`src/rtl/serial_pkg.sv`:
```
// rtl/serial_pkg.sv - shared constants and state encoding for the serial tape link
package serial_pkg;

  localparam int         FRAME_BITS  = 10;
  localparam logic [7:0] LEADER_BYTE = 8'h80;

  typedef enum logic [1:0] {
    IDLE,
    LEADER,
    BODY,
    TRAILER
  } tape_state_t;

endpackage

```
`src/rtl/uart_tx_core.sv`:
```
// rtl/uart_tx_core.sv - 8N1 transmit core: baud counter, frame shift register, bit counter
module uart_tx_core
  import serial_pkg::*;
#(
  parameter int DIV = 4
) (
  input  logic       clk,
  input  logic       reset,
  input  logic       load,
  input  logic [7:0] din,
  output logic       ready,
  output logic       tx
);

  localparam int              BW        = (DIV > 1) ? $clog2(DIV) : 1;
  localparam logic [BW-1:0]   BAUD_LAST = BW'(DIV - 1);
  localparam logic [3:0]      BIT_LAST  = 4'(FRAME_BITS - 1);

  logic                  active_q, active_d;
  logic [BW-1:0]         baud_q, baud_d;
  logic [3:0]            bit_q, bit_d;
  logic [FRAME_BITS-1:0] shift_q, shift_d;
  logic                  bit_end;

  // The line is the LSB of the shift register; ones fill in behind, so idle is mark.
  assign tx      = shift_q[0];
  assign bit_end = active_q && (baud_q == BAUD_LAST);
  assign ready   = !active_q || (bit_end && (bit_q == BIT_LAST));

  always_comb begin
    active_d = active_q;
    baud_d   = baud_q;
    bit_d    = bit_q;
    shift_d  = shift_q;
    if (load && ready) begin
      shift_d  = {1'b1, din, 1'b0};
      active_d = 1'b1;
      baud_d   = '0;
      bit_d    = '0;
    end else if (bit_end) begin
      baud_d  = '0;
      shift_d = {1'b1, shift_q[FRAME_BITS-1:1]};
      if (bit_q == BIT_LAST) begin
        active_d = 1'b0;
      end else begin
        bit_d = bit_q + 4'd1;
      end
    end else if (active_q) begin
      baud_d = baud_q + BW'(1);
    end
  end

  always_ff @(posedge clk) begin
    if (reset) begin
      active_q <= 1'b0;
      baud_q   <= '0;
      bit_q    <= '0;
      shift_q  <= '1;
    end else begin
      active_q <= active_d;
      baud_q   <= baud_d;
      bit_q    <= bit_d;
      shift_q  <= shift_d;
    end
  end

endmodule

```
`src/rtl/tape_reader_tx.sv`:
```
// rtl/tape_reader_tx.sv - paper-tape emulator framing leader, body and trailer onto the rx line
module tape_reader_tx
  import serial_pkg::*;
#(
  parameter int CLK_FREQ   = 100_000_000,
  parameter int BAUD       = 9600,
  parameter int LEADER_LEN = 16
) (
  input  logic       clk,
  input  logic       reset,
  input  logic       start,
  input  logic [7:0] data_in,
  input  logic       data_valid,
  input  logic       data_last,
  output logic       data_ready,
  output logic       tx,
  output logic       busy,
  output logic       done
);

  localparam int            DIV   = CLK_FREQ / BAUD;
  localparam int            CW    = (LEADER_LEN > 0) ? $clog2(LEADER_LEN + 1) : 1;
  localparam logic [CW-1:0] LEN_C = CW'(LEADER_LEN);

  tape_state_t   state_q, state_d;
  logic [CW-1:0] cnt_q, cnt_d;
  logic          busy_q, busy_d;
  logic          done_q, done_d;
  logic          core_load, core_ready;
  logic [7:0]    core_din;

  assign busy = busy_q;
  assign done = done_q;

  always_comb begin
    state_d    = state_q;
    cnt_d      = cnt_q;
    busy_d     = busy_q;
    done_d     = 1'b0;
    core_load  = 1'b0;
    core_din   = LEADER_BYTE;
    data_ready = 1'b0;
    case (state_q)
      IDLE: begin
        // Accepted start spends one cycle in IDLE with busy set before the first load.
        if (busy_q) begin
          state_d = (LEADER_LEN == 0) ? BODY : LEADER;
          cnt_d   = '0;
        end else if (start) begin
          busy_d = 1'b1;
        end
      end
      LEADER: begin
        if (core_ready) begin
          core_load = 1'b1;
          cnt_d     = cnt_q + CW'(1);
          if (cnt_q == LEN_C - CW'(1)) begin
            state_d = BODY;
            cnt_d   = '0;
          end
        end
      end
      BODY: begin
        data_ready = core_ready;
        core_din   = data_in;
        if (data_valid && core_ready) begin
          core_load = 1'b1;
          if (data_last) begin
            state_d = TRAILER;
            cnt_d   = '0;
          end
        end
      end
      TRAILER: begin
        // With every trailer byte queued, core_ready marks the final stop-bit clock.
        if (cnt_q == LEN_C) begin
          if (core_ready) begin
            done_d  = 1'b1;
            busy_d  = 1'b0;
            state_d = IDLE;
          end
        end else if (core_ready) begin
          core_load = 1'b1;
          cnt_d     = cnt_q + CW'(1);
        end
      end
      default: state_d = IDLE;
    endcase
  end

  always_ff @(posedge clk) begin
    if (reset) begin
      state_q <= IDLE;
      cnt_q   <= '0;
      busy_q  <= 1'b0;
      done_q  <= 1'b0;
    end else begin
      state_q <= state_d;
      cnt_q   <= cnt_d;
      busy_q  <= busy_d;
      done_q  <= done_d;
    end
  end

  uart_tx_core #(
    .DIV(DIV)
  ) u_core (
    .clk  (clk),
    .reset(reset),
    .load (core_load),
    .din  (core_din),
    .ready(core_ready),
    .tx   (tx)
  );

endmodule

```
`config.mk`:
```
export PLATFORM = sky130hd
export DESIGN_NAME = tape_reader_tx
export DESIGN_NICKNAME = d
export VERILOG_FILES = /design/src/rtl/serial_pkg.sv /design/src/rtl/uart_tx_core.sv /design/src/rtl/tape_reader_tx.sv
export SDC_FILE = /design/constraint.sdc
export NUM_CORES = 1
export LEC_CHECK = 0
export ABC_CLOCK_PERIOD_IN_PS = 5500
export CAP_MARGIN = 20
export CORE_ASPECT_RATIO = 2
export CORE_UTILIZATION = 35
export CTS_CLUSTER_DIAMETER = 30
export DETAILED_ROUTE_END_ITERATION = 8
export GPL_ROUTABILITY_DRIVEN = 0
export MAX_ROUTING_LAYER = met4
export SKIP_CTS_REPAIR_TIMING = 1
export SYNTH_ARGS = -nofsm -noshare
export SYNTH_HDL_FRONTEND = slang
export SYNTH_HIERARCHICAL = 1
export SYNTH_SLANG_ARGS = --single-unit
```
`constraint.sdc`:
```
create_clock -name clk -period 5.5 [get_ports clk]
set_input_delay 1.1 -clock clk [delete_from_list [all_inputs] [get_ports clk]]
set_output_delay 1.1 -clock clk [all_outputs]
set_load 0.02 [all_outputs]
```
Word-level counts from Yosys, hierarchy flattened
Cells that the tools add are included.
{ "word_totals": {"reg_bits": 37, "latchBits": 0, "mem_bits_rw": 0, "mem_bits_ro": 0, "in_bits": 13, "out_inout_bits": 4, "elab_cells": 79, "mem_count": 0} }
{ "op_classes": {"add_sub_neg": 3, "multipliers": 0, "div": 0, "n_lt_le_gt_ge": 0, "n_eq_ne": 15, "n_shift": 0, "muxes": 32, "n_bitwise": 3, "n_reduce_logical": 18} }
{ "op_table": {"columns": ["operator", "n"], "rows": [
  ["$mux 5", 7],
  ["$pmux 5 s4", 1],
  ["$mux 9", 2],
  ["$ne 2x2->1 const B", 8],
  ["$add 14x1->14 const B", 1],
  ["$eq 14x14->1 const B", 1],
  ["$mux 2", 7],
  ["$mux 1", 11],
  ["$mux 8", 1],
  ["$pmux 2 s4", 1],
  ["$reduce_and 7->1", 1],
  ["$reduce_and 6->1", 1],
  ["$reduce_bool 2->1", 3],
  ["$reduce_or 3->1", 2],
  ["$add 5x1->5 const B", 1],
  ["$eq 5x4->1 const B", 1],
  ["$eq 5x5->1 const B", 1],
  ["$add 4x1->4 const B", 1],
  ["$eq 2x2->1 const B", 2],
  ["$eq 4x4->1 const B", 1],
  ["$logic_and 1x1->1", 4],
  ["$reduce_and 2->1", 2],
  ["$not 1->1", 3],
  ["$pmux 1 s3", 1],
  ["other kinds (7)", 7]
]} }

Depth between registers and ports, before layout
Gate-level depths: netlist of the first run.
{ "logic_depth": {"ltp_word": 10, "ltp_mapped": 11, "mapped_depth_nobuf": 9} }

By module
The synthesis of the first run kept the hierarchy.
{ "by_module_without_submodules": {"columns": ["mod", "n_inst", "cells_each", "area_each_um2", "seq_area_each_um2"], "rows": [
  ["uart_tx_core", 1, 150, 1381.3, 560.5],
  ["tape_reader_tx", 1, 81, 698.2, 180.2]
]} }

Least setup slack after synthesis of the first run
OpenSTA, ideal clock, no wires.
{ "synth_timing": {"path_type": "register to output", "startpoint": "reg u_core.baud_q[4]", "endpoint": "out data_ready", "t_arrival_ps": 1875, "required_time_ps": 4400, "path_slack_ps": 2525, "path_stages_with_launch": 6, "cell_sequence": "dfxtp_1 > buf_2 > nor4b_4 > nand4_4 > o21ai_0 > and2_1"} }
{ "synth_via": {"elab_chain_cells": 5} }
{ "synth_rtl": {"columns": ["element", "line", "rtl"], "rows": [
  ["start, declared", "uart_tx_core.sv:20", "logic [BW-1:0] baud_q, baud_d;"],
  ["start signal, assigned", "uart_tx_core.sv:61", "baud_q <= baud_d;"],
  ["$eq 14x14->1", "uart_tx_core.sv:27", "assign bit_end = active_q && (baud_q == BAUD_LAST);"],
  ["$logic_and 1x1->1", "uart_tx_core.sv:27", null],
  ["$logic_and 1x1->1", "uart_tx_core.sv:28", "assign ready = !active_q || (bit_end && (bit_q == BIT_LAST));"],
  ["$logic_or 1x1->1", "uart_tx_core.sv:28", null],
  ["named net core_ready", "tape_reader_tx.sv:29", "logic core_load, core_ready;"],
  ["$mux 1", "tape_reader_tx.sv:43", "case (state_q)"],
  ["end, declared", "tape_reader_tx.sv:15", "output logic data_ready,"]
]} }
The timed path passes the listed nets, and every way through them passes these cells.

Final worst setup path of the first run
{ "layout_timing": {"startpoint": "reg u_core.baud_q[0]", "endpoint": "out data_ready"} }
Same word-level chain as after synthesis.

==> impl_metrics.py, run 1 <==
metrics = {
    "timing": {
        "fmax_ghz": 0.261,
        "worst_pin_slew_ps": 753,
        "period_minus_slack_ps": 3840,
        "skew_ps": 3.89,
        "hold_viol": 0,
        "finalSetupTns_ps": 0,
        "rsz0062_at_grt": "no",
        "drv_slew": 0,
        "finalSetupViolCount": 0,
        "fin_crit_sh_pct": 69.8,
        "maxSlewHeadroom_pct": 49.8,
    },
    "floorplan": {
        "rows": 39,
        "dieArea_um2": 6270,
        "die_h_um": 111,
        "io_pins": 17,
        "core_um2": 5710,
        "initial_core_util_pct": 36.4,
        "chipWidth_um": 56.5,
    },
    "finish": {
        "antenna_cells": 0,
        "final_cells": 307,
        "final_nets": 270,
        "fin_area_um2": 2420,
        "drive_gt1_share_pct": 7.32,
        "fin_util_pct": 42.4,
        "area_growth_pct": 16.4,
    },
    "critical_path": {
        "rr_worst_depth": 9,
        "cp_max_fo": 19,
        "path_depth": 7,
        "crit_buf_inv": 2,
        "cpMaxStageDelayCell": "clkdlybuf4s50_1",
        "crit_start": "u_core/baud_q[0]",
        "criticalPathCategory": "flop to primary output",
        "crit_required_ps": 4400,
        "r2r_start": "u_core/baud_q[0]",
        "cp-endpoint": "data_ready",
        "arrival_ps": 2740,
        "cp-start-kind": "flop",
        "r2r_end": "u_core/shift_q[1]",
        "max_stage_delay_ps": 600,
        "critical_path.endpoint_type": "primary output",
        "path_cells": "ha_1, and4_1, nand4_4, o21ai_0, buf_4, and2_1, clkdlybuf4s50_1",
        "r2r_slack_ps": 2450,
        "critPathTopFamily": "simple AND/OR/NAND/NOR gates",
    },
    "yosys": {
        "ys_types": 50,
        "syn-instance-count": 231,
        "ys.warnings.count": 6,
        "ys_seq_area_share_pct": 35.6,
        "post-synth-top-area-fraction_pct": 35.6,
        "synth-edff-count": 0,
        "synthFlopType": "dfxtp_1",
        "synth.area.top_cells": "dfxtp_1, ha_1, mux2i_1, nor2_1, a221oi_1",
        "synth-seq-cells": 37,
        "yosysTopAreaCell": "dfxtp_1",
        "syn-num-nets": 256,
        "synth_async_sr_flop_share_pct": 0,
        "synth_area_um2": 2080,
        "synth.avg_cell_area_um2": 9.00,
    },
    "drt": {
        "routed_wl_um": 4550,
        "post_drt_wl_per_cell_um": 14.8,
        "num_vias": 1658,
        "detail_route.first_pass.iterations": 4,
        "via_per_inst": 5.40,
        "drc": 0,
        "antenna_left": 0,
        "drt_iter0_markers": 23,
    },
    "power_and_ir_drop": {
        "total_power_uw": 893,
        "leakage_uw": 0.000905,
        "ir_worst_vdd_mv": 0.274,
        "powerDensity_nw_per_um2": 369,
    },
    "global_routing": {
        "antenna_found_initial": 0,
        "grt_overflow": 0,
        "grtUsageTotal_pct": 16.5,
        "grt_max_degree": 27,
        "grt_pass1_wl_um": 7760,
        "first_global_vias": 1675,
    },
    "clock_tree": {
        "cts_tree": "done",
        "cts_buffer_depth": 2,
        "numCtsBuffers": 5,
        "clkTransAtPathRegs_ps": 50,
        "htree_levels": 2,
        "clock_latency_ps": 270,
        "cts_num_sinks": 37,
        "root_buffer": "clkbuf_16",
    },
    "placement": {
        "port_buffers": 16,
        "hpwl_um": 3510,
        "place_area_um2": 2280,
        "post-place-cells": 299,
    },
    "run": {
        "maxCapViolations": 0,
    },
    "status": {
        "status": "finished, final reports clean",
    },
    "hold_path": {
        "hp-class": "flop to flop",
    },
}
## report_power, final
part	switching, µW	internal (µW)
combinational	153	132
sequential	34.5	307
clock	98.5	168
## layer usage
metal  GRT usage, %  share of wire, %
met2           31.6                60
met3           2.57               1.4
met4           8.13               2.0
met1           14.8                37
met5              -                 0
## registers in the layout, indices dropped and copies added (netlist names)
name             flops
cnt_q                5
done                 1
u_core/active_q      1
state_q              2
u_core/bit_q         4
busy                 1
u_core/baud_q       14
u_core/shift_q       9
## worst min-delay path: cells and delay by family (launching register included)
kind,cells,cell delay [ps]
mux,1,50
simple gates,1,60
flops,1,330
## per-stage QoR
stage | setup slack (ps) | hold WS, ps
floorplan | 2530 | 463
global placement | 2090 | 478
detailed placement | 2040 | 492
CTS | 1690 | 500
global route | 1590 | 514
finish | 1660 | 497
## cell families (layout without fill, tap and decap cells)
logic type | count (synthesis) | in the layout | synth area share (%)
AO/OA/AOI/OAI | 40 | 40 | 14.9
XOR/XNOR | 14 | 14 | 5.90
adder cells (fa/ha/maj) | 12 | 12 | 7.22
buffers and inverters | 25 | 40 | 4.93
flip-flops | 37 | 37 | 35.6
multiplexers | 10 | 10 | 4.81
AND/OR/NAND/NOR | 93 | 93 | 26.6
## placed cells by master (no fill, tap or decap), types with 2 or more instances in the layout
cell	n
dfxtp_1	37
or3_1	3
a2bb2oi_1	2
and3_1	8
nor3_1	3
clkbuf_1	3
ha_1	12
nor3b_1	2
mux2i_1	10
a221oi_1	8
a211oi_1	4
nand4_1	8
nor4_1	2
buf_4	3
a21oi_1	5
clkdlybuf4s50_1	16
and4_1	2
inv_1	13
o21ai_1	2
xor2_1	6
nand2_1	10
or4_1	2
and2_1	10
o21ai_0	7
xnor2_1	8
nor2_1	26
clkbuf_16	5
nand3_1	6
## synth_stat cells (3+ instances only)
cell	number
nor2_1	26
dfxtp_1	37
xor2_1	6
o21ai_0	7
mux2i_1	10
or3_1	3
nand3_1	6
and2_1	10
a211oi_1	4
and3_1	8
nand4_1	8
clkbuf_1	7
buf_2	4
ha_1	12
a221oi_1	8
nand2_1	10
xnor2_1	8
nor3_1	3
inv_1	13
a21oi_1	5
## how the worst min path moves through the flow
stage,cells past startpoint,to,slack (ps),start
global placement,2,u_core/bit_q[3],480,u_core/bit_q[3]
global route,1,u_core/shift_q[8],510,u_core/shift_q[8]
floorplan,2,u_core/bit_q[3],460,u_core/bit_q[3]
CTS,2,state_q[1],500,state_q[1]
detailed placement,2,state_q[1],490,state_q[1]
finish,2,state_q[1],500,state_q[1]
## cell type report
cell class | instances | area, µm²
multi-input combinational | 169 | 1240
sequential | 37 | 741
clock buffer | 8 | 136
fill | 563 | 3290
inverter | 13 | 48.8
timing repair buffer | 19 | 183
tap | 61 | 76.3
Power figures use the tool's default switching activity.
==> run 2, diff against run 1 <==
ABC_CLOCK_PERIOD_IN_PS = 3890   (was 5500)
clock period = 3.89 ns   (was 5.5 ns; I/O delays follow)
==> impl_metrics.py, run 2 (synthesized netlist as in run 1, its figures left out) <==
metrics = {
    "critical_path": {
        "path_cells": "ha_1, and4_1, nand4_4, o21ai_0, buf_4, and2_1, clkdlybuf4s50_1",
        "criticalPathCategory": "flop to primary output",
        "r2r_slack_ps": 800,
        "cp_max_fo": 19,
        "crit_start": "u_core/baud_q[0]",
        "r2r_start": "u_core/baud_q[0]",
        "arrival_ps": 2680,
        "crit_required_ps": 3110,
        "critical_path.endpoint_type": "primary output",
        "cp-start-kind": "flop",
        "r2r_end": "u_core/baud_q[11]",
        "critPathTopFamily": "simple AND/OR/NAND/NOR gates",
        "cpMaxStageDelayCell": "clkdlybuf4s50_1",
        "rr_worst_depth": 10,
        "max_stage_delay_ps": 600,
        "crit_buf_inv": 2,
    },
    "drt": {
        "detail_route.first_pass.iterations": 4,
        "via_per_inst": 5.45,
        "num_vias": 1674,
        "post_drt_wl_per_cell_um": 14.7,
        "drt_iter0_markers": 30,
        "antenna_left": 0,
        "routed_wl_um": 4520,
        "drc": 0,
    },
    "timing": {
        "finalSetupTns_ps": 0,
        "maxSlewHeadroom_pct": 49.5,
        "hold_viol": 0,
        "finalSetupViolCount": 0,
        "layout_setup_ws_ps": 429,
        "rsz0062_at_grt": "no",
        "fmax_ghz": 0.289,
        "drv_slew": 0,
        "skew_ps": 2.03,
        "worst_pin_slew_ps": 758,
        "period_minus_slack_ps": 3460,
        "fin_crit_sh_pct": 89.0,
    },
    "power_and_ir_drop": {
        "powerDensity_nw_per_um2": 521,
        "total_power_uw": 1260,
        "ir_worst_vdd_mv": 0.317,
        "leakage_uw": 0.000911,
    },
    "clock_tree": {
        "cts_num_sinks": 37,
        "htree_levels": 2,
        "numCtsBuffers": 5,
        "root_buffer": "clkbuf_16",
        "clock_latency_ps": 280,
        "cts_buffer_depth": 2,
        "cts_tree": "done",
        "clkTransAtPathRegs_ps": 50,
    },
    "hold_path": {
        "hp-class": "flop to flop",
        "worst_hold_startpoint": "state_q[1]",
        "hold_path_depth": 2,
        "min_to": "state_q[1]",
    },
    "finish": {
        "seqCellArea_um2": 741,
        "drive_gt1_share_pct": 8.13,
        "final_nets": 270,
        "antenna_cells": 0,
        "fill_cells": 596,
        "final_common_cell": "dfxtp_1",
        "largest_reg_flops": 14,
        "top_register": "u_core/baud_q",
        "final_cells": 307,
        "area_growth_pct": 16.5,
        "multi_input_area_um2": 1240,
        "largestRegisters": "u_core/baud_q x14, u_core/shift_q x9, cnt_q x5",
        "final_cell_mix": "dfxtp_1, nor2_1, clkdlybuf4s50_1",
    },
    "floorplan": {
        "initial_core_util_pct": 36.4,
        "io_pins": 17,
        "dieArea_um2": 6270,
        "core_um2": 5710,
        "die_h_um": 111,
        "chipWidth_um": 56.5,
        "rows": 39,
    },
    "status": {
        "status": "finished, final reports clean",
    },
    "placement": {
        "post-place-cells": 299,
        "hpwl_um": 3440,
        "port_buffers": 16,
        "place_ws_ps": 740,
    },
    "global_routing": {
        "grt_pass1_wl_um": 7780,
        "antenna_found_initial": 0,
        "grt_max_degree": 23,
        "grtUsageTotal_pct": 16.4,
        "first_global_vias": 1699,
        "grt_overflow": 0,
    },
    "run": {
        "maxCapViolations": 0,
    },
}
-- run 2: cell count changes in the layout (fill, tap and decap cells not counted) --
cell / before / now
clkinv_2: 0 / 2
clkbuf_1: 3 / 1
-- run 2: how the worst max path moves through the flow --
stage                       end  slack, ps  cells after the start
5_1_grt              data_ready        260                      7
6_report             data_ready        430                      7
3_3_place_gp         data_ready        790                      6
4_1_cts              data_ready        410                      7
2_1_floorplan  u_core/baud_q[0]       1200                      9
3_5_place_dp         data_ready        740                      7
-- run 2: worst min-delay path, stage by stage (launching register included) --
cell and delay (ps):
dfxtp_1 330, nand2_1 60, mux2i_1 50
-- run 2: area by class of cell --
class	count	share of cell area, %
clock buffers	6	5.32
clock inverters	2	0.413
inverters	13	2.01
multi-input cells	169	51.0
flip-flops and latches	37	30.6
well taps	61	3.15
repair buffers	19	7.54
-- run 2: power by group --
| group | internal [µW] | switching (µW) | leakage [µW] |
|---|---|---|---|
| Combinational | 185 | 210 | 0.000540 |
| Sequential | 434 | 44.0 | 0.000300 |
| Clock | 235 | 155 | 0.0000706 |
-- run 2: per-stage QoR --
step                utilization [%]  instance area (µm²)  hold WS (ps)
floorplan                         -                 2080           463
global placement               40.0                 2280           484
detailed placement             40.0                 2280           486
CTS                            42.5                 2420           497
global route                   42.5                 2420           509
finish                         42.5                 2420           495
-- run 2: per-layer routing --
metal / vias to the layer above / global-route usage, % / share of wire, %
met5: - / - / 0
met4: 0 / 8.29 / 2.4
met3: 8 / 2.57 / 1.8
met2: 14 / 30.7 / 58
met1: 799 / 15.4 / 38
li1: 853 / - / -
